===== src/rtl/nibble_add_pkg.sv =====
// Shared definitions for the nibble-serial adder: nibble width, FSM states and
// the nibble-count helper.

package nibble_add_pkg;

   localparam int unsigned NIB_W = 4;

   typedef enum logic [0:0] {
      ST_IDLE = 1'b0,
      ST_RUN  = 1'b1
   } state_e;

   function automatic int unsigned nib_count(input int unsigned width);
      return width / NIB_W;
   endfunction

endpackage


===== src/rtl/nibble_add4.sv =====
// Combinational 4-bit ripple-carry full-adder stage; the only adder in the
// serial datapath.

module nibble_add4
   import nibble_add_pkg::*;
(
   input  logic [NIB_W-1:0] x,
   input  logic [NIB_W-1:0] y,
   input  logic             ci,
   output logic [NIB_W-1:0] s,
   output logic             co
);

   logic [NIB_W:0] c;

   always_comb begin
      c    = '0;
      s    = '0;
      c[0] = ci;
      for (int i = 0; i < NIB_W; i++) begin
         s[i]   = x[i] ^ y[i] ^ c[i];
         c[i+1] = (x[i] & y[i]) | (x[i] & c[i]) | (y[i] & c[i]);
      end
      co = c[NIB_W];
   end

endmodule


===== src/rtl/nibble_serial_adder.sv =====
// Multi-cycle WIDTH-bit adder: one nibble per clock through a shared 4-bit stage.
// Define NIBBLE_SERIAL_ADDER_OVF_EN to add the registered signed-overflow output ovf.

module nibble_serial_adder
   import nibble_add_pkg::*;
#(
   parameter int unsigned WIDTH = 16
) (
   input  logic             clk,
   input  logic             rst,
   input  logic             start,
   input  logic [WIDTH-1:0] a,
   input  logic [WIDTH-1:0] b,
   input  logic             cin,
   output logic             busy,
   output logic             done,
   output logic [WIDTH-1:0] sum,
   output logic             cout
`ifdef NIBBLE_SERIAL_ADDER_OVF_EN
   ,
   output logic             ovf
`endif
);

   localparam int unsigned NIB   = nib_count(WIDTH);
   localparam int unsigned IDX_W = (NIB > 1) ? $clog2(NIB) : 1;
   localparam logic [IDX_W-1:0] IDX_LAST = IDX_W'(NIB - 1);

   state_e           state_q, state_d;
   logic [IDX_W-1:0] idx_q, idx_d;
   logic             carry_q, carry_d;
   logic [WIDTH-1:0] a_q, a_d;
   logic [WIDTH-1:0] b_q, b_d;
   logic [WIDTH-1:0] part_q, part_d;
   logic [WIDTH-1:0] sum_q, sum_d;
   logic             cout_q, cout_d;
   logic             done_q, done_d;
`ifdef NIBBLE_SERIAL_ADDER_OVF_EN
   logic             ovf_q, ovf_d;
`endif

   logic [NIB_W-1:0] nib_x, nib_y, nib_s;
   logic             nib_co;

   // Operand nibble selected by the running index feeds the single adder stage.
   assign nib_x = a_q[idx_q*NIB_W +: NIB_W];
   assign nib_y = b_q[idx_q*NIB_W +: NIB_W];

   nibble_add4 u_add4 (
      .x  (nib_x),
      .y  (nib_y),
      .ci (carry_q),
      .s  (nib_s),
      .co (nib_co)
   );

   always_comb begin
      state_d = state_q;
      idx_d   = idx_q;
      carry_d = carry_q;
      a_d     = a_q;
      b_d     = b_q;
      part_d  = part_q;
      sum_d   = sum_q;
      cout_d  = cout_q;
      done_d  = 1'b0;
`ifdef NIBBLE_SERIAL_ADDER_OVF_EN
      ovf_d   = ovf_q;
`endif

      unique case (state_q)
         ST_IDLE: begin
            if (start) begin
               state_d = ST_RUN;
               a_d     = a;
               b_d     = b;
               carry_d = cin;
               idx_d   = '0;
            end
         end
         ST_RUN: begin
            part_d[idx_q*NIB_W +: NIB_W] = nib_s;
            carry_d = nib_co;
            idx_d   = idx_q + 1'b1;
            if (idx_q == IDX_LAST) begin
               state_d = ST_IDLE;
               idx_d   = '0;
               sum_d   = part_d;
               cout_d  = nib_co;
               done_d  = 1'b1;
`ifdef NIBBLE_SERIAL_ADDER_OVF_EN
               // Carry into the MSB is recovered from its sum bit.
               ovf_d   = nib_co ^ (nib_s[NIB_W-1] ^ nib_x[NIB_W-1] ^ nib_y[NIB_W-1]);
`endif
            end
         end
         default: state_d = ST_IDLE;
      endcase
   end

   always_ff @(posedge clk) begin
      if (rst) begin
         state_q <= ST_IDLE;
         idx_q   <= '0;
         carry_q <= 1'b0;
         a_q     <= '0;
         b_q     <= '0;
         part_q  <= '0;
         sum_q   <= '0;
         cout_q  <= 1'b0;
         done_q  <= 1'b0;
`ifdef NIBBLE_SERIAL_ADDER_OVF_EN
         ovf_q   <= 1'b0;
`endif
      end else begin
         state_q <= state_d;
         idx_q   <= idx_d;
         carry_q <= carry_d;
         a_q     <= a_d;
         b_q     <= b_d;
         part_q  <= part_d;
         sum_q   <= sum_d;
         cout_q  <= cout_d;
         done_q  <= done_d;
`ifdef NIBBLE_SERIAL_ADDER_OVF_EN
         ovf_q   <= ovf_d;
`endif
      end
   end

   assign busy = (state_q == ST_RUN);
   assign done = done_q;
   assign sum  = sum_q;
   assign cout = cout_q;
`ifdef NIBBLE_SERIAL_ADDER_OVF_EN
   assign ovf  = ovf_q;
`endif

endmodule


===== config.mk =====
export PLATFORM = sky130hd
export DESIGN_NAME = nibble_serial_adder
export DESIGN_NICKNAME = d
export VERILOG_FILES = /design/src/rtl/nibble_add_pkg.sv /design/src/rtl/nibble_add4.sv /design/src/rtl/nibble_serial_adder.sv
export SDC_FILE = /design/constraint.sdc
export NUM_CORES = 1
export LEC_CHECK = 0
export BUFFER_PORTS_ARGS = -buffer_cell sky130_fd_sc_hd__buf_4
export CAP_MARGIN = 0
export CORE_AREA = 2 2 82 84
export DETAILED_ROUTE_END_ITERATION = 8
export DIE_AREA = 0 0 84 86
export MAX_ROUTING_LAYER = met4
export PLACE_DENSITY = 0.79
export SYNTH_ARGS = -nofsm -noshare
export SYNTH_HDL_FRONTEND = slang
export SYNTH_SLANG_ARGS = --single-unit

===== constraint.sdc =====
create_clock -name clk -period 9.55 [get_ports clk]
set_clock_uncertainty 0.2 [all_clocks]
set_input_delay 1.4325 -clock clk [delete_from_list [all_inputs] [get_ports clk]]
set_output_delay 1.4325 -clock clk [all_outputs]
set_load 0.005 [all_outputs]

==> flow_summary_export.csv <==
group,metric,value,unit
power,p_seq_share,47.0,%
yosys,synth_area,0.003057,mm²
clock_network,numCtsBuffers,9,
die,die-area,0.007224,mm²
die,std_cell_rows,29,
timing,worstMarginPinSlew,1.195,ns
setup_path,reg2reg_depth,9,
final_layout,diodes,0,
timing,fin_tns_setup,0,ns
yosys,netlist-cell-type-count,31,
timing,fin_ws,6.048,ns
power,peakVddDrop,0.1105,mV
setup_path,worst-path-max-fanout,18,
placement,place_area,0.003385,mm²
grt,antenna_found_initial,0,
clock_network,postCtsSetupRepairBufs,0,
grt,grt_pass1_vias,2240,
timing,slew_headroom,19.22,%
grt,met2_usage,28.29,%
timing,final.min_clock_period,3.502,ns
setup_path,cp-startpoint,"idx_q[0]",
die,die_h,86,µm
grt,grt_max_degree,60,
yosys,synth_area_per_cell,9.263,µm²
yosys,yosys_warnings,0,
setup_path,cp-endpoint,"part_q[15]",
grt,grt_usage,18.87,%
grt,grt_pass1_wl,10370,µm
setup_path,arrival,3.53,ns
yosys,ys_ff_latch,70,
clock_network,cts_tree,"built",
yosys,ys_seq_area_share,45.85,%
grt,use_met1,23.34,%
clock_network,cts.sinks,70,
timing,hold_viol,0,
route,post_drt_wl_per_cell,13.71,µm
timing,finalHoldWorstSlack,0.2371,ns
setup_path,r2r-end,"part_q[15]",
yosys,syn_nets,376,
final_layout,drive_gt1_share,23.59,%
route,vias_per_cell,5.433,
setup_path,rrSetupSlack,6.05,ns
power,internal_power,0.0005036,W
hold_path,min-delay-path-class,"reg -> reg",
final_layout,final_common_cell,"nand2_1",
route,route.detailed.drc,0,
timing,setup_viol_count_final,0,
setup_path,start_kind,"flip-flop",
route,wl,6170,µm
grt,grt-busiest-layer,"met2",
clock_network,cts_htree_levels,3,
clock_network,holdBufCountCts,0,
route,drt_iter0_markers,146,
die,core_area,0.006277,mm²
final_layout,syn_to_final_growth,18.75,%
setup_path,end_kind,"flip-flop",
clock_network,clkSlewWorstSetupHoldPaths,0.08,ns
placement,place.detailed.hpwl,4128,µm
final_layout,finalNetCount,414,
final_layout,utilization,57.82,%
power,switchingPower,0.0001571,W
grt,use_met3,4.909,%
route,drtAntennaViolNets,0,
power,clkPwrFrac,44.2,%
yosys,syn_inst,330,
die,ioPinCount,55,
timing,fmax,0.2855,GHz
timing,fin_crit_sh,36.68,%
clock_network,cts_resized,0,
setup_path,worst-setup-path-type,"reg -> reg",
placement,gp_congestion,0.8190,
clock_network,clk_latency,0.35,ns
timing,rsz0062_at_grt,"false",
power,pwr-share-comb,8.8,%
power,power.switching_fraction,23.78,%
power,power_leakage,1.505,nW
setup_path,reg2reg_from,"idx_q[0]",
die,start_util,48.69,%
route,drt_pass1_iterations,4,
final_layout,fin_area,0.003630,mm²
final_layout,final_cell_mix,"nand2_1 (98), dfxtp_1 (70), buf_4 (54)",
grt,overflow,0,
timing,slew_viol_final,0,
setup_path,crit_required,9.57,ns
run,cap_violations,0,
die,die_w,84,µm
placement,post-place-ws,5.987,ns
clock_network,clock_path_buffers,2,
route,vias,2445,
placement,port_buffers,54,
run_status,status,"complete, no violations",
power,powerDensity,182.0,mW/mm²
clock_network,root_buffer,"clkbuf_8",
layer usage:
| layer | vias to the layer above | wire, µm |
|---|---|---|
| li1 | 1215 | - |
| met4 | 0 | 116 |
| met3 | 10 | 380 |
| met5 | - | 0 |
| met2 | 74 | 2877 |
| met1 | 1146 | 2795 |
area by class of cell:
type / count / area [µm²]
clock buffer: 9 / 123.9
clock inverter: 7 / 121.4
fill: 572 / 2648
inverter: 9 / 33.78
multi-input combinational: 224 / 1448
sequential: 70 / 1401
tap: 77 / 96.34
timing repair buffer: 54 / 405.4
state kept, by name, summed over array words and instances, names as in the netlist:
| signal | count |
|---|---|
| a_q | 16 |
| b_q | 16 |
| part_q | 16 |
| sum | 16 |
| idx_q | 2 |
| busy | 1 |
| carry_q | 1 |
| cout | 1 |
| done | 1 |
power by group through the flow:
stage | Combinational (W) | Sequential (W) | Clock, W
2_1_floorplan | 0.0000466 | 0.000312 | 0
3_3_place_gp | 0.0000572 | 0.000317 | 0
3_5_place_dp | 0.0000583 | 0.000317 | 0
4_1_cts | 0.0000587 | 0.000311 | 0.000296
5_1_grt | 0.0000655 | 0.000312 | 0.000310
6_report | 0.0000585 | 0.000310 | 0.000292
worst min-delay path by stage:
stage	endpoint	from	cells past startpoint	slack [ns]
after detailed placement	sum[6]	sum[6]	2	0.23
after global placement	sum[3]	part_q[3]	2	0.22
after floorplan	sum[0]	part_q[0]	2	0.22
final	sum[9]	sum[9]	2	0.24
after global routing	sum[13]	sum[13]	2	0.26
after CTS	sum[9]	sum[9]	2	0.24
worst max-delay path, cell delays in order, from the launching register on:
cell and delay, ns:
dfxtp_1 0.82, mux4_2 0.61, fa_1 0.40, inv_1 0.07, fa_1 0.17, fa_1 0.16, inv_1 0.05, fa_1 0.59
a32oi_1 0.25, nor2_1 0.05
cells in the mapped netlist:
cell type	count	area, µm²
and4b_1	1	10.01
mux4_2	7	157.7
a32oi_1	16	140.1
nor3b_1	2	15.01
nand2_1	98	367.9
a22oi_1	15	112.6
nor4bb_1	2	20.02
a21oi_4	1	16.27
mux2i_1	1	10.01
and4bb_2	6	75.07
dfxtp_1	70	1401
ha_1	6	75.07
buf_4	4	30.03
nor2_1	20	75.07
o21a_1	1	7.510
clkbuf_1	5	18.77
inv_1	9	33.78
a21oi_1	34	170.2
mux2_2	1	11.26
a222oi_1	1	10.01
a22o_1	1	8.760
mux4_1	1	26.28
and2b_1	1	7.510
and4bb_4	1	16.27
and3b_1	1	8.760
buf_2	11	55.05
fa_1	4	80.08
nor2b_1	2	12.51
clkbuf_2	1	5.000
buf_6	6	67.56
or2b_4	1	11.26
cells by family after synthesis:
kind of cell,count (synthesis),synth area share (%)
AO/OA/AOI/OAI,69,15.23
multiplexers,10,6.713
adder cells (fa/ha/maj),10,5.076
AND/OR/NAND/NOR,135,20.26
buffers and inverters,36,6.876
flip-flops,70,45.85
per-stage QoR:
stage	std cells	total power (W)
final	450	0.0006607
after detailed placement	434	0.0003756
after floorplan	330	0.0003583
after CTS	450	0.0006649
after global placement	434	0.0003740
after global routing	450	0.0006878
(Power assumes the default switching activity.)
